## config.mk

```make
export PLATFORM = sky130hd
export DESIGN_NAME = encoder104_keyscan
export DESIGN_NICKNAME = d
export VERILOG_FILES = /design/src/rtl/encoder104_keyscan.sv
export SDC_FILE = /design/constraint.sdc
export NUM_CORES = 1
export LEC_CHECK = 0
export ABC_AREA = 1
export CAP_MARGIN = 20
export CORE_MARGIN = 4
export CORE_UTILIZATION = 45
export CTS_CLUSTER_SIZE = 20
export DETAILED_ROUTE_END_ITERATION = 10
export SYNTH_ARGS = -nofsm -noshare
export SYNTH_HDL_FRONTEND = slang
export SYNTH_SLANG_ARGS = --single-unit
```

## constraint.sdc

```tcl
create_clock -name clk -period 4.1 [get_ports clk]
set_input_delay 0.615 -clock clk [delete_from_list [all_inputs] [get_ports clk]]
set_output_delay 0.615 -clock clk [all_outputs]
set_load 0.01 [all_outputs]
```

## src/rtl/encoder104_keyscan.sv

```systemverilog
// encoder104_keyscan: keypad front end that synchronises and debounces 10 one-hot key
// lines and emits the 4-bit index of the pressed key over a valid/ready handshake.
//   clk    in   1   rising-edge clock
//   rst_n  in   1   asynchronous active-low reset
//   en     in   1   enable; low forces idle and clears outputs on the next edge
//   in     in  10   one-hot key lines, asynchronous to clk
//   ready  in   1   consumer takes out when valid && ready
//   out    out  4   index of the pressed key (0..9)
//   valid  out  1   out holds a code not yet accepted
//   err    out  1   one-cycle pulse when a debounced press had more than one key down
// Optional auto-repeat of a held key is built when ENC_REPEAT_EN is defined.
module encoder104_keyscan #(
   parameter int DEB_CYCLES    = 4,
   parameter int REPEAT_CYCLES = 16
) (
   input  logic       clk,
   input  logic       rst_n,
   input  logic       en,
   input  logic [9:0] in,
   input  logic       ready,
   output logic [3:0] out,
   output logic       valid,
   output logic       err
);
   localparam int MAXC = (DEB_CYCLES > REPEAT_CYCLES) ? DEB_CYCLES : REPEAT_CYCLES;
   localparam int CW = $clog2(MAXC) + 1;
   localparam logic [CW-1:0] DEB_LAST = CW'(DEB_CYCLES - 1);
`ifdef ENC_REPEAT_EN
   // the cycle of the accepting handshake counts toward the repeat interval
   localparam logic [CW-1:0] REP_LAST = CW'(REPEAT_CYCLES - 2);
   logic [CW-1:0] rep;
`endif
   typedef enum logic [1:0] {IDLE, DEBOUNCE, PRESENT, RELEASE} state_t;
   state_t state;
   logic [9:0] sync1, s_in, sample;
   logic [CW-1:0] cnt;
   logic [3:0] idx;
   logic one_hot;
   always_comb begin
      idx = '0;
      for (int k = 0; k < 10; k++) if (sample[k]) idx = idx | 4'(k);
   end
   // clearing the lowest set bit leaves zero only for a single-bit value
   assign one_hot = (sample != '0) && ((sample & (sample - 10'd1)) == '0);
   always_ff @(posedge clk or negedge rst_n) begin
      if (!rst_n) begin
         sync1  <= '0;
         s_in   <= '0;
         sample <= '0;
         cnt    <= '0;
         state  <= IDLE;
         out    <= '0;
         valid  <= 1'b0;
         err    <= 1'b0;
`ifdef ENC_REPEAT_EN
         rep    <= '0;
`endif
      end else begin
         sync1 <= in;
         s_in  <= sync1;
         err   <= 1'b0;
         if (!en) begin
            state <= IDLE;
            cnt   <= '0;
            out   <= '0;
            valid <= 1'b0;
`ifdef ENC_REPEAT_EN
            rep   <= '0;
`endif
         end else begin
            case (state)
               IDLE: if (s_in != '0) begin
                  sample <= s_in;
                  cnt    <= '0;
                  state  <= DEBOUNCE;
               end
               DEBOUNCE: if (s_in != sample) begin
                  // bounce restarts the count on the new pattern, or gives up if released
                  cnt <= '0;
                  if (s_in == '0) state <= IDLE;
                  else sample <= s_in;
               end else if (cnt != DEB_LAST) begin
                  cnt <= cnt + CW'(1);
               end else begin
                  cnt <= '0;
                  if (one_hot) begin
                     out   <= idx;
                     valid <= 1'b1;
                     state <= PRESENT;
                  end else begin
                     err   <= 1'b1;
                     state <= RELEASE;
                  end
               end
               PRESENT: if (ready) begin
                  valid <= 1'b0;
                  cnt   <= '0;
                  state <= RELEASE;
`ifdef ENC_REPEAT_EN
                  rep   <= '0;
`endif
               end
               RELEASE: begin
                  if (s_in != '0) cnt <= '0;
                  else if (cnt != DEB_LAST) cnt <= cnt + CW'(1);
                  else state <= IDLE;
`ifdef ENC_REPEAT_EN
                  // a multi-hot sample is never one-hot, so err presses cannot repeat
                  if (one_hot && s_in == sample) begin
                     if (rep == REP_LAST) begin
                        rep   <= '0;
                        valid <= 1'b1;
                        state <= PRESENT;
                     end else begin
                        rep <= rep + CW'(1);
                     end
                  end else begin
                     rep <= '0;
                  end
`endif
               end
               default: state <= IDLE;
            endcase
         end
      end
   end
endmodule

```

# ---- Word level (Yosys, flattened, before mapping)
# Index checks and enable logic that the tools add are counted.
dict set report totals {
  input_bits 14
  reg_bits 43
  out_inout_bits 6
}
dict set report op_classes {
  reduce_logical 12
  addsub 2
  n_mux 47
  n_bitwise 1
  n_eq_ne 23
}
# cell count
set op_table {}
lappend op_table {{two-way mux 5 bit} 7}
lappend op_table {{two-way mux 10 bit} 3}
lappend op_table {{two-way mux 4 bit} 7}
lappend op_table {{!= test 3 bit (second input constant)} 7}
lappend op_table {{zero test 10 bit} 2}
lappend op_table {{two-way mux 2 bit} 10}
lappend op_table {{one-hot mux 10 bit (2 select lines)} 1}
lappend op_table {{one-hot mux 5 bit (4 select lines)} 1}
lappend op_table {{nonzero test 10 bit} 2}
lappend op_table {{two-way mux 1 bit} 12}
lappend op_table {{two-way mux 3 bit} 4}
lappend op_table {{!= test 4 bit (second input constant)} 3}
lappend op_table {{bitwise AND 10 bit} 1}
lappend op_table {{!= test 10 bit} 1}
lappend op_table {{!= test 2 bit (second input constant)} 5}
lappend op_table {{AND reduction 5 bit} 2}
lappend op_table {{subtractor 10 x 1 -> 10 bit (second input constant)} 1}
lappend op_table {{one-hot mux 2 bit (4 select lines)} 1}
lappend op_table {{AND reduction 6 bit} 1}
lappend op_table {{adder 5 x 1 -> 5 bit (second input constant)} 1}
lappend op_table {{!= test 5 x 2 -> 1 bit (second input constant)} 1}
lappend op_table {{== test 2 bit (second input constant)} 2}
lappend op_table {{!= test 2 x 1 -> 1 bit (second input constant)} 2}
lappend op_table {{AND reduction 4 bit} 1}
lappend op_table {{7 further kinds} 7}

# ---- Longest topological paths before layout
# Gate-level depths: netlist (run 1).
dict set report logic_depth {
  word_depth 14
  ltp_mapped 12
  depth_no_buf 12
}

# ---- Worst setup path after synthesis (run 1)
# No wires, ideal clock.
dict set report synth_path {
  path_type {register -> register}
  from {reg cnt[0]}
  to {reg cnt[0]}
  stages_incl_launch_ff 11
  arrival_time_ns 1.485
  period_less_slack_ns 1.550
  setup_ns 0.065
  n_path_buf 0
  t_required_ns 4.035
  setup_slack_ns 2.550
  cell_sequence {dfrtp_1 ha_1 inv_1 nor2_1 nand2_1 inv_1 nand4_1 nand3_2 nor2_1 nand3b_1 nand2_1}
}
dict set report synth_between {
  elab_chain_cells 5
  elab_cells_between_ends 10
}
# item line
set synth_rtl {}
lappend synth_rtl {{from (decl)} 36} ;# logic [CW-1:0] cnt;
lappend synth_rtl {{from (signal assigned)} 83} ;# cnt <= cnt + CW'(1);
lappend synth_rtl {{from (signal assigned)} 105} ;# else if (cnt != DEB_LAST) cnt <= cnt + CW'(1);
lappend synth_rtl {{adder 5 x 1 -> 5 bit / != test 5 x 2 -> 1 bit (equally long branches)} {83, 105, 82}}
lappend synth_rtl {{two-way mux 5 bit (on tied branches)} {105, 82}}
lappend synth_rtl {{two-way mux 5 bit (on tied branches)} {104, 77}}
lappend synth_rtl {{one-hot mux 5 bit (4 select lines)} 71} ;# case (state)
lappend synth_rtl {{two-way mux 5 bit} 62} ;# if (!en) begin
# Several ways; a longest one is shown, not always the timed one. The select of a mux whose other input is x is not followed.
# A chain may end at the register's enable or synchronous reset.

# ---- Worst setup path after layout (run 1)
dict set report layout_path {
  from {in en}
  to {reg sample[0]}
}
dict set report layout_between {
  elab_chain_cells 1
}
# item line
set layout_rtl {}
lappend layout_rtl {{from (decl)} 18} ;# input logic en,
lappend layout_rtl {{AND reduction 5 bit (no source line)} n/a}
lappend layout_rtl {{to (signal assigned)} 73} ;# sample <= s_in;
lappend layout_rtl {{to (signal assigned)} 81} ;# else sample <= s_in;
lappend layout_rtl {{to (decl)} 35} ;# logic [9:0] sync1, s_in, sample;
# Every way passes these cells.

==> results list, run 1 <==
* Width of the chip: 77.6 um
* Final setup vio count: 0
- Summed over its instances, the top area cell type makes up 49.3% of the synthesized netlist area.
* Diode insertion count for antenna repair: 0
- Post-CTS repair changed the size of 0 cells.
- Synth top cells by count: 92 x sky130_fd_sc_hd__nand2_1, 43 x sky130_fd_sc_hd__dfrtp_1, 24 x sky130_fd_sc_hd__inv_1
- Buffers inserted during clock tree synthesis total 5.
* Initial antenna violation count: 0
- Post-CTS setup repair buffer count: 0
* Boundary pin count: 20
- The floorplan has 25 rows.
- Global routing used 14.4% of the available tracks.
- Across all hold checks on the routed design, the worst slack comes to 0.348 ns.
* Predominant post-synthesis flop cell: sky130_fd_sc_hd__dfrtp_1
- Wire length of the first global-routing pass: 6890 um
* Synth warnings: 0
* Number of design rule violations left after detail routing: 0
- The final layout contains 305 nets.
- Derived from the worst setup path, the maximum achievable clock frequency is 0.410 GHz.
* DRT Wirelength: 3770 um
* Arrival time at the worst endpoint: 2.62 ns
- STA puts the critical path data required time at 4.28 ns.
- Category of the worst setup path launch point: primary input
- Total number of vias: 1647
* Clock buffer depth: 2
* Final critical path time including I/O delays and setup: 2.44 ns
- Total number of H-tree levels: 2
- Endpoint kind of the worst setup timing path: flop
- Counting flops and latches in the post-synthesis netlist gives 43.
* Dominant cell type by area after synthesis: sky130_fd_sc_hd__dfrtp_1
- Most frequent cell after synthesis: sky130_fd_sc_hd__nand2_1
- Summing every instance area after synthesis gives 0.00218 mm^2.
- DIE AREA: 0.00603 mm^2
- Highest ir drop seen on vdd: 262 uV
- The count of nets left with antenna violations once routing finished came out at 0.
- For this design, the sink count on the clock tree is 43.
* Starting utilization of the core area: 46.2%
* Power density over cell area: 383 mW/mm^2
* TritonCTS clock tree: yes
- Max-slew headroom at the worst pin: 38.4%
* Vias in the first global route: 1597
- Maximum fanout along the worst path: 20
- The flow ran to the end, and the final reports show no timing, DRC or antenna violations.
- Number of slew-limit violations in the final report: 0
- Clock-pin slew was measured on the worst setup and hold paths at 0.09 ns.
* GR Overflow Total: 0
- GP Congestion: 0.865
- Post-DP HPWL: 2820 um
- Of the synthesized area, sequential elements account for 49.3%.
- In this run the tool buffered the top-level ports with 19 buffer cells.
- Number of standard cells after synthesis: 267
- Share of layout cells above drive strength 1: 15.1%
* Max-Cap Viols: 0
- Final hold violation count: 0
- Class of the most critical hold timing path: flop to flop
* Actual slew at the worst max-slew pin: 0.923 ns
* Largest net degree at the start of global routing: 44
* Post-Synthesis Net Count: 282
- Critical setup path kind: primary input to flop
- The die is 77.6 um tall.
- Drt initial violations: 193
* Initial DRT Pass Iterations: 4
- Mean area per synthesized cell: 8.17 um^2
- In the finished design, the share of the clock period the worst path needs comes to 59.5%.
- Synthesis-to-layout area growth: 17.3%
- Number of vias per cell after detailed routing: 4.60
* RSZ-0062 raised after global routing: no
* Proportion of synthesized flip-flops having asynchronous set or reset: 100%
- Across the routed clock network, the largest skew measured is 0.00797 ns.
* Post-synth cell types: 31
- EDFF count, synth: 0
* Leakage power figure: 1.32 nW
- Dividing the detail-routed wire length by the instance count gives 10.5 um.
* Top cells by area in the synthesized netlist: sky130_fd_sc_hd__dfrtp_1 49%, sky130_fd_sc_hd__nand2_1 16%, sky130_fd_sc_hd__inv_1 4.1%, sky130_fd_sc_hd__nor2_1 4.0%, sky130_fd_sc_hd__nand3_1 3.9%
- For this design, the CTS-stage hold fixing added 0 buffers.
- Core Footprint: 0.00472 mm^2
- Clock latency on the worst-skew pair, taken at its later pin, is 0.30 ns.
* CTS root buf: sky130_fd_sc_hd__clkbuf_8
- Sum of negative setup slack: 0 ns
-- registers in the layout, indices dropped and copies added, names as in the netlist --
register / flops
err: 1
cnt: 5
sync1: 10
state: 2
sample: 10
s_in: 10
out: 4
valid: 1
-- cell families (layout without fill, tap and decap cells) --
family                     count (synthesis)  in the layout  share of synthesized area [%]
AOI/OAI and AO/OA                         22             22                           6.94
and+or+nand+nor                          160            160                           34.6
xor gates and xnor gates                   3              3                           1.20
adders and majority gates                  1              1                          0.573
buffers and inverters                     38             62                           7.40
DFF                                       43             43                           49.3
-- area by class of cell --
| cell class | count | area [um^2] |
|---|---|---|
| fillers | 449 | 2160 |
| flip-flops and latches | 43 | 1080 |
| multi-input cells | 186 | 945 |
| repair buffers | 19 | 185 |
| inverters | 35 | 134 |
| well taps | 67 | 83.8 |
| clock buffers | 5 | 68.8 |
| clock inverters | 3 | 67.6 |
-- metal layers --
metal	global-route usage, %	part of all wire [%]	routed length [um]	vias up
met2	22.1	43	1640	39
met1	19.0	49	1850	722
met4	6.05	2.3	85	0
met3	3.94	5.4	204	9
met5	0	0	0	-
li1	-	-	-	877
-- metrics by stage --
step | setup slack, ns | total power [mW] | cells | util (%) | area (um^2)
6_report | 1.66 | 0.982 | 358 | 54.2 | 2560
5_1_grt | 1.44 | 1.04 | 358 | 54.2 | 2560
4_1_cts | 1.65 | 0.997 | 358 | 54.2 | 2560
3_5_place_dp | 1.32 | 0.602 | 350 | 51.3 | 2420
3_3_place_gp | 1.39 | 0.599 | 350 | 51.3 | 2420
2_1_floorplan | 2.55 | 0.561 | 267 | - | 2180
-- path summary, 6_finish.rpt --
kind / from / end / slack, ns / cells past startpoint
worst max-delay path: en / sample[0] / 1.66 / 6
worst min-delay path: sync1[0] / s_in[0] / 0.35 / 0
worst max register to register: cnt[0] / cnt[2] / 2.22 / 10
worst min register to register: sync1[0] / s_in[0] / 0.35 / 0
max in group asynchronous: rst_n / s_in[8] / 3.07 / 1
min in group asynchronous: rst_n / sample[0] / 0.45 / 1
-- report_power, final --
group	internal [mW]	switching, mW	leakage, nW
Combinational	0.0469	0.0752	0.726
Sequential	0.446	0.0228	0.533
Clock	0.243	0.148	0.0644
-- cells in the final DEF (no fill, tap or decap), drive strengths merged --
master         synthesis  layout
nand2                 96      96
dfrtp                 43      43
inv                   33      33
nor2                  30      30
nand3                 21      21
clkdlybuf4s50          0      18
o21ai                 18      18
nor3                   6       6
nand4                  5       5
clkbuf                 0       5
a21oi                  4       4
clkinv                 2       2
xor2                   2       2
nand3b                 2       2
bufinv                 0       2
xnor2                  1       1
ha                     1       1
clkinvlp               0       1
buf                    3       1
-- critical path, cell delays in order --
cell                              delay (ns)
sky130_fd_sc_hd__clkdlybuf4s50_1        0.73
sky130_fd_sc_hd__clkinv_1               0.37
sky130_fd_sc_hd__nor2_1                 0.25
sky130_fd_sc_hd__nand3_2                0.38
sky130_fd_sc_hd__nand2_1                0.20
sky130_fd_sc_hd__o21ai_2                0.07
(Power assumes the default switching activity.)
==> inputs of run 2 (changes only) <==
Clock period 4.1 ns to 2.4 ns, I/O delays scaled along.
==> run 2 against run 1 <==
  * The flow now finishes with violations (negative hold slack)
  * Critical endpoint is now cnt[4]
  * Critical path depth up 4
  * Sequential share of layout area increased by 0.48 points
  * Largest power group unchanged
  * Highest routed layer unchanged
  * Clock-buffer cell count grew 1
  * Utilization down 0.61 points
==> results list, run 2 (synthesis results as in run 1) <==
- The flow ran to the end, but the final reports show violations.
* Violations in the final reports: negative hold slack
* Width of the chip: 77.6 um (unchanged)
* Total number of vias: 1664 (+1.0%)
- TritonCTS clock tree: yes
- The clock sink count is 43 (unchanged).
- Cell count of the worst reg-to-reg path: 10 (unchanged)
- The I/O pin count came to 20 (unchanged).
* Maximum fanout along the worst path: 6 (-70%)
- Number of input and output port buffers inserted: 19 (unchanged)
- The met2 layer wire length in the routed design is 1610 um (-1.3%).
- Final critical path time including I/O delays and setup: 1.84 ns
- The length of routed wiring on met1 was 1890 um (+2.1%).
- The power per standard cell area is 574 mW/mm^2 (+50%).
* Worst reg2reg path endpoint: cnt[4]
- Worst clock skew: 0.00455 ns (-0.00341 ns)
- From synthesis to final layout, the design area changed by 16.0%.
- Sum of negative setup slack: 0 ns (unchanged)
- The startpoint identified for the worst register-to-register timing path is cnt[0].
- The maximum number of pins on one net before global-route repair is 21 (-52%).
- Leakage power figure: 1.31 nW (-0.66%)
- Core Footprint: 0.00472 mm^2 (unchanged)
- The number of design-rule violations left by the first detailed-router iteration is 121 (-37%).
* Post-CTS sizing: 0 (unchanged)
* Number of vias per cell after detailed routing: 4.61 (+0.19%)
- CTS root buf: sky130_fd_sc_hd__clkbuf_8
- Total number of H-tree levels: 2 (unchanged)
* Critical setup path kind: flop to flop
- The global-route wire length before repair came to 6680 um (-3.1%).
* Most frequent cells in the layout: 92 x sky130_fd_sc_hd__nand2_1, 43 x sky130_fd_sc_hd__dfrtp_1, 24 x sky130_fd_sc_hd__inv_1
- Top routing layer in use: met4
- Initial antenna violation count: 0 (unchanged)
- Diode insertion count for antenna repair: 0 (unchanged)
- The required time of the critical path came to 2.63 ns (-1.65 ns).
* Final setup vio count: 0 (unchanged)
- The aggregate global routing overflow was 0 (unchanged).
* Remaining antenna violation count after routing: 0 (unchanged)
- Placed cell area: 0.00245 mm^2 (+0.93%)
- The number of rows in the core area is 25 (unchanged).
* Routed wire per std cell: 10.4 um (-1.5%)
* Arrival time at the worst endpoint: 2.07 ns (-0.55 ns)
* Most frequent standard cell in the layout excluding fill and tap cells: sky130_fd_sc_hd__nand2_1
* Final critical-path share of the clock period: 76.8%
- Number of buffers inserted for hold repair after clock tree synthesis: 0 (unchanged)
- The setup fix buffers added after clock tree synthesis came to 0 (unchanged).
- Category of the worst setup path launch point: flop
* Number of slew-limit violations in the final report: 0 (unchanged)
* Summed area of non-filler cells in the final layout: 0.00253 mm^2 (-1.1%)
- The worst IR drop on VDD is 315 uV (+20%).
* TritonCTS buffer count: 5 (unchanged)
- The latest clock arrival within the worst-skew pair was 0.29 ns (about the same).
* Die Height: 77.6 um (unchanged)
- Clock buffer depth: 2 (unchanged)
- The worst setup path is captured at a flop.
- The final hold violation count came to 16 (+16).
- The transition at the pin with the smallest max-transition slack was 0.430 ns (-0.493 ns).
* Number of design rule violations left after detail routing: 0 (unchanged)
- The clock input transition at the sequential cells of the worst setup and hold paths came to 0.08 ns (about the same).
- Post-DP HPWL: 2890 um (+2.7%)
* Class of the most critical hold timing path: primary input to asynchronous set/reset pin
- The total routing resource utilization after global routing came to 13.7% (-0.65 points).
* DRT Wirelength: 3750 um (-0.66%)
- RSZ-0062 raised after global routing: no
- The register-to-register setup slack came to 0.56 ns (-1.66 ns).
* Largest registers ranked by flip-flop count: s_in x10, sample x10, sync1 x10
- The final net count came to 308 (+0.98%).
- F_max: 0.543 GHz
- The die area was 0.00603 mm^2 (unchanged).
- Max-slew headroom at the worst pin: 71.3% (+33 points)
- The number of max-cap violations came to 0 (unchanged).
- The starting utilization of the core area was 46.2% (unchanged).
- The global placement routability congestion was 0.832 (-3.8%).
- Routed length on met3: 194 um (-4.9%)
* Post-route worst hold slack: -0.0102 ns (-0.358 ns)
- Vias in the first global route: 1483 (-7.1%)
- The share of final-layout standard cells stronger than drive strength 1 came to 15.6% (+0.53 points).
- Initial DRT Pass Iterations: 4 (unchanged)
-- run 2: cell types whose count changed in the layout (fill, tap and decap cells not counted), sizes merged --
cell / previous run / this run
clkbuf: 5 / 6
buf: 1 / 4
clkinv: 2 / 3
bufinv: 2 / 0
-- run 2: power breakdown --
group          switching [mW]  internal [mW]  leakage (nW)
sequential             0.0385          0.763         0.533
clock                   0.237          0.203        0.0412
combinational           0.129         0.0833         0.740
-- run 2: per-stage QoR --
| step | hold WS, ns | total power, mW | setup WS (ns) | utilization (%) | std cells |
|---|---|---|---|---|---|
| after floorplan | 0.0644 | 0.958 | 0.850 | - | 267 |
| after global placement | 0.325 | 1.03 | 0.310 | 51.8 | 353 |
| after detailed placement | 0.323 | 1.03 | 0.279 | 51.8 | 353 |
| after CTS | 0.00143 | 1.48 | 0.557 | 53.6 | 361 |
| after global routing | 0.0142 | 1.55 | 0.329 | 53.6 | 361 |
| final | -0.0102 | 1.45 | 0.557 | 53.6 | 361 |
-- run 2: final cells by class --
class / instances / area, um^2
Fill cell: 473 / 2190
Sequential cell: 43 / 1080
Multi-Input combinational cell: 186 / 945
Clock inverter: 2 / 12.5
Tap cell: 67 / 83.8
Timing Repair Buffer: 22 / 208
Clock buffer: 6 / 72.6
Inverter: 35 / 134
-- run 2: worst max-delay path by stage --
stage                     startpoint   endpoint  slack (ns)  cells past startpoint
final                         cnt[0]     cnt[4]        0.56                     10
after global routing          cnt[0]     cnt[0]        0.33                     10
after CTS                     cnt[0]     cnt[4]        0.56                     10
after detailed placement          en  sample[7]        0.28                      6
after global placement            en  sample[0]        0.31                      6
after floorplan               cnt[0]     cnt[0]        0.85                     10
-- run 2: routing by layer --
metal	vias up	track usage, %
li1	884	-
met1	742	18.8
met2	31	21.0
met3	7	3.48
met4	0	4.80
met5	-	0
-- run 2: worst max-delay path: stages, from the launching register on --
cell and delay (ns):
sky130_fd_sc_hd__dfrtp_1 0.41, sky130_fd_sc_hd__ha_1 0.25, sky130_fd_sc_hd__inv_1 0.06, sky130_fd_sc_hd__nor2_1 0.03
sky130_fd_sc_hd__nand2_1 0.15, sky130_fd_sc_hd__inv_1 0.13, sky130_fd_sc_hd__nand4_1 0.12, sky130_fd_sc_hd__nand3_2 0.14
sky130_fd_sc_hd__nor2_1 0.30, sky130_fd_sc_hd__nand3b_1 0.12, sky130_fd_sc_hd__nand2_1 0.07
==> inputs of run 3 (changes only) <==
Settings changed: PLACE_DENSITY set to 0.67.
Clock period 2.4 ns to 1.5 ns, I/O delays scaled along.
==> run 3 against run 2 <==
  * The flow finishes with violations (negative setup slack)
  * Setup slack worse by 0.67 ns
  * First-iteration DRC count fell by 29%
  * Non-clock buffer count up 29
  * Sequential power up 61%
  * Design area increased by 17%
  * Die area unchanged
  * Cell count rose by 8.0%
  * Clock skew is 0.0056 ns higher
  * Combinational power up 120%
  * Global-route usage rose by 1.6 points
  * Via count grew 10%
  * Utilization grew 9.1 points
  * Critical path type unchanged
  * Highest routed layer unchanged
==> results list, run 3 (synthesis results as in run 1) <==
- The flow ran to the end, but the final reports show violations.
* Violations in the final reports: negative setup slack
* GP Congestion: 0.862 (+3.7%)
- The area of all placed cells without fillers was 0.00296 mm^2 (+17%).
- Number of input and output port buffers inserted: 19 (unchanged)
- Final hold violation count: 0 (-16)
- Routed wire per std cell: 11.4 um (+10%)
- The number of max-cap violations was 0 (unchanged).
- Pre-CTS worst setup slack: -0.166 ns (-0.444 ns)
- The library cell used most frequently in the layout, excluding fill and tap cells, is sky130_fd_sc_hd__nand2_1.
- The number of antenna violations at the first check in global routing was 0 (unchanged).
- The register-to-register setup slack is -0.12 ns (-0.67 ns).
- Drt initial violations: 86 (-29%)
- The final count of pins violating max slew is 0 (unchanged).
* CTS clock-pin slew for the worst setup and hold paths: 0.09 ns (about the same)
* Number of design rule violations left after detail routing: 0 (unchanged)
- STA classifies the critical path startpoint as a flop.
- Count of standard-cell rows: 25 (unchanged)
- Total number of vias: 1830 (+10%)
- The number of antenna repair diodes is 0 (unchanged).
- Total number of H-tree levels: 2 (unchanged)
* Most frequent cells in the layout: 87 x sky130_fd_sc_hd__nand2_1, 37 x sky130_fd_sc_hd__dfrtp_1, 26 x sky130_fd_sc_hd__buf_4
* Clk sink count: 43 (unchanged)
- GR Overflow Total: 0 (unchanged)
- The I/O pin count was 20 (unchanged).
- Number of vias per cell after detailed routing: 4.69 (+1.8%)
* Clock buffer depth: 2 (unchanged)
- TritonCTS built the clock tree.
- The path class of the tightest hold or removal check is flop to flop.
- Final critical path time including I/O delays and setup: 1.62 ns (-0.227 ns)
- Clock tree synthesis selected as its root buffer the cell sky130_fd_sc_hd__clkbuf_8.
* Critical setup path kind: flop to flop
- Post-DP HPWL: 3030 um (+4.9%)
* Leakage power figure: 1.51 nW (+15%)
- Maximum fanout along the worst path: 5 (-1)
- The maximum number of pins on one net before global-route repair was 44 (+110%).
* Vias in the first global route: 1735 (+17%)
* Power density over cell area: 954 mW/mm^2 (+66%)
* Wire length of the first global-routing pass: 7390 um (+11%)
- The final worst setup slack was -0.115 ns (-0.673 ns).
- STA classifies the critical path endpoint as a flop.
- Actual slew at the worst max-slew pin: 0.314 ns (-0.116 ns)
- The setup-violating endpoint count in the final report is 21 (+21).
* Share of layout cells above drive strength 1: 31.0% (+15 points)
- The die area is 0.00603 mm^2 (unchanged).
* Largest registers ranked by flip-flop count: s_in x10, sample x10, sync1 x10
* Synthesis-to-layout area growth: 35.8%
- The worst IR drop on VDD was 498 uV (+58%).
* Final Util: 62.7% (+9.1 points)
- The final antenna-violating net count came to 0 (unchanged).
- Initial DRT Pass Iterations: 5 (+1)
* Nets: 337 (+9.4%)
- Worst clock skew: 0.0102 ns (+0.00562 ns)
- The number of buffers inserted during clock tree synthesis was 5 (unchanged).
- Source-to-sink clock delay at the later pin of the worst-skew pair: 0.30 ns (about the same)
- Max-slew headroom at the worst pin: 78.9% (+7.6 points)
- Final critical-path share of the clock period: 108% (+31 points)
* Width of the chip: 77.6 um (unchanged)
- Required time of the critical path: 1.72 ns (-0.91 ns)
- RSZ-0062 raised after global routing: yes
- Arrival time at the worst endpoint: 1.84 ns (-0.23 ns)
- The total detailed-routing wirelength was 4450 um (+19%).
- The total routing resource utilization after global routing came to 15.3% (+1.6 points).
- Die Height: 77.6 um (unchanged)
- The cell area after placement was 0.00265 mm^2 (+8.5%).
* Starting utilization of the core area: 46.2% (unchanged)
* F_max: 0.619 GHz (+14%)
- The core box area was 0.00472 mm^2 (unchanged).
[run 3: what timing repair did]
action,4_1_cts,5_1_grt
setup endpoints to repair,23,23
resized for setup,9,21
gates cloned,0,3
pin swaps,2,2
setup buffers,0,1
hold endpoints to repair,43,0
hold buffers,1,0
[run 3: worst max-delay path, stage by stage, from the launching register on]
cell and delay, ns:
sky130_fd_sc_hd__dfrtp_2 0.43, sky130_fd_sc_hd__inv_1 0.07, sky130_fd_sc_hd__nand2_1 0.07, sky130_fd_sc_hd__nand2_1 0.07, sky130_fd_sc_hd__nor2_2 0.12, sky130_fd_sc_hd__nand2_2 0.11, sky130_fd_sc_hd__nor2_8 0.16, sky130_fd_sc_hd__nand2_4 0.10
sky130_fd_sc_hd__nand3_4 0.13, sky130_fd_sc_hd__clkbuf_16 0.16, sky130_fd_sc_hd__nand2_1 0.05, sky130_fd_sc_hd__o21ai_2 0.06
[run 3: final cells by class]
class / count / area, um^2
fill: 404 / 1760
sequential: 43 / 1080
multi-input combinational: 186 / 1030
timing repair buffer: 51 / 492
inverter: 35 / 134
tap: 67 / 83.8
clock buffer: 5 / 68.8
clock inverter: 3 / 67.6
[run 3: worst paths after layout]
kind	start	end	depth (start not counted)
worst max register to register	sample[0]	sample[7]	11
worst min-delay path	sync1[7]	s_in[7]	0
worst max-delay path	sample[0]	sample[7]	11
max in group asynchronous	rst_n	sample[6]	3
worst min register to register	sync1[7]	s_in[7]	0
min in group asynchronous	rst_n	out[0]	3
[run 3: power breakdown]
group	leakage (nW)	switching, mW	internal, mW
logic	0.918	0.257	0.214
clock network	0.0644	0.406	0.664
registers	0.526	0.0625	1.22
total	1.51	0.725	2.10
[run 3: per-stage QoR]
step                hold WS, ns  setup TNS, ns  cells  power [mW]
global placement          0.217          -2.42    377        1.70
detailed placement        0.216          -2.94    377        1.71
floorplan               -0.0706              0    267        1.53
finish                    0.349          -1.68    390        2.83
CTS                       0.351          -1.20    386        2.81
global route              0.350          -4.65    390        2.98
[run 3: routing by layer]
metal	routed length [um]	share of wire [%]	track usage, %	vias up
met1	1980	45	18.4	835
met5	0	0	0	-
met2	2200	49	25.9	34
met3	139	3.1	3.48	12
met4	129	2.9	7.30	0
li1	-	-	-	949
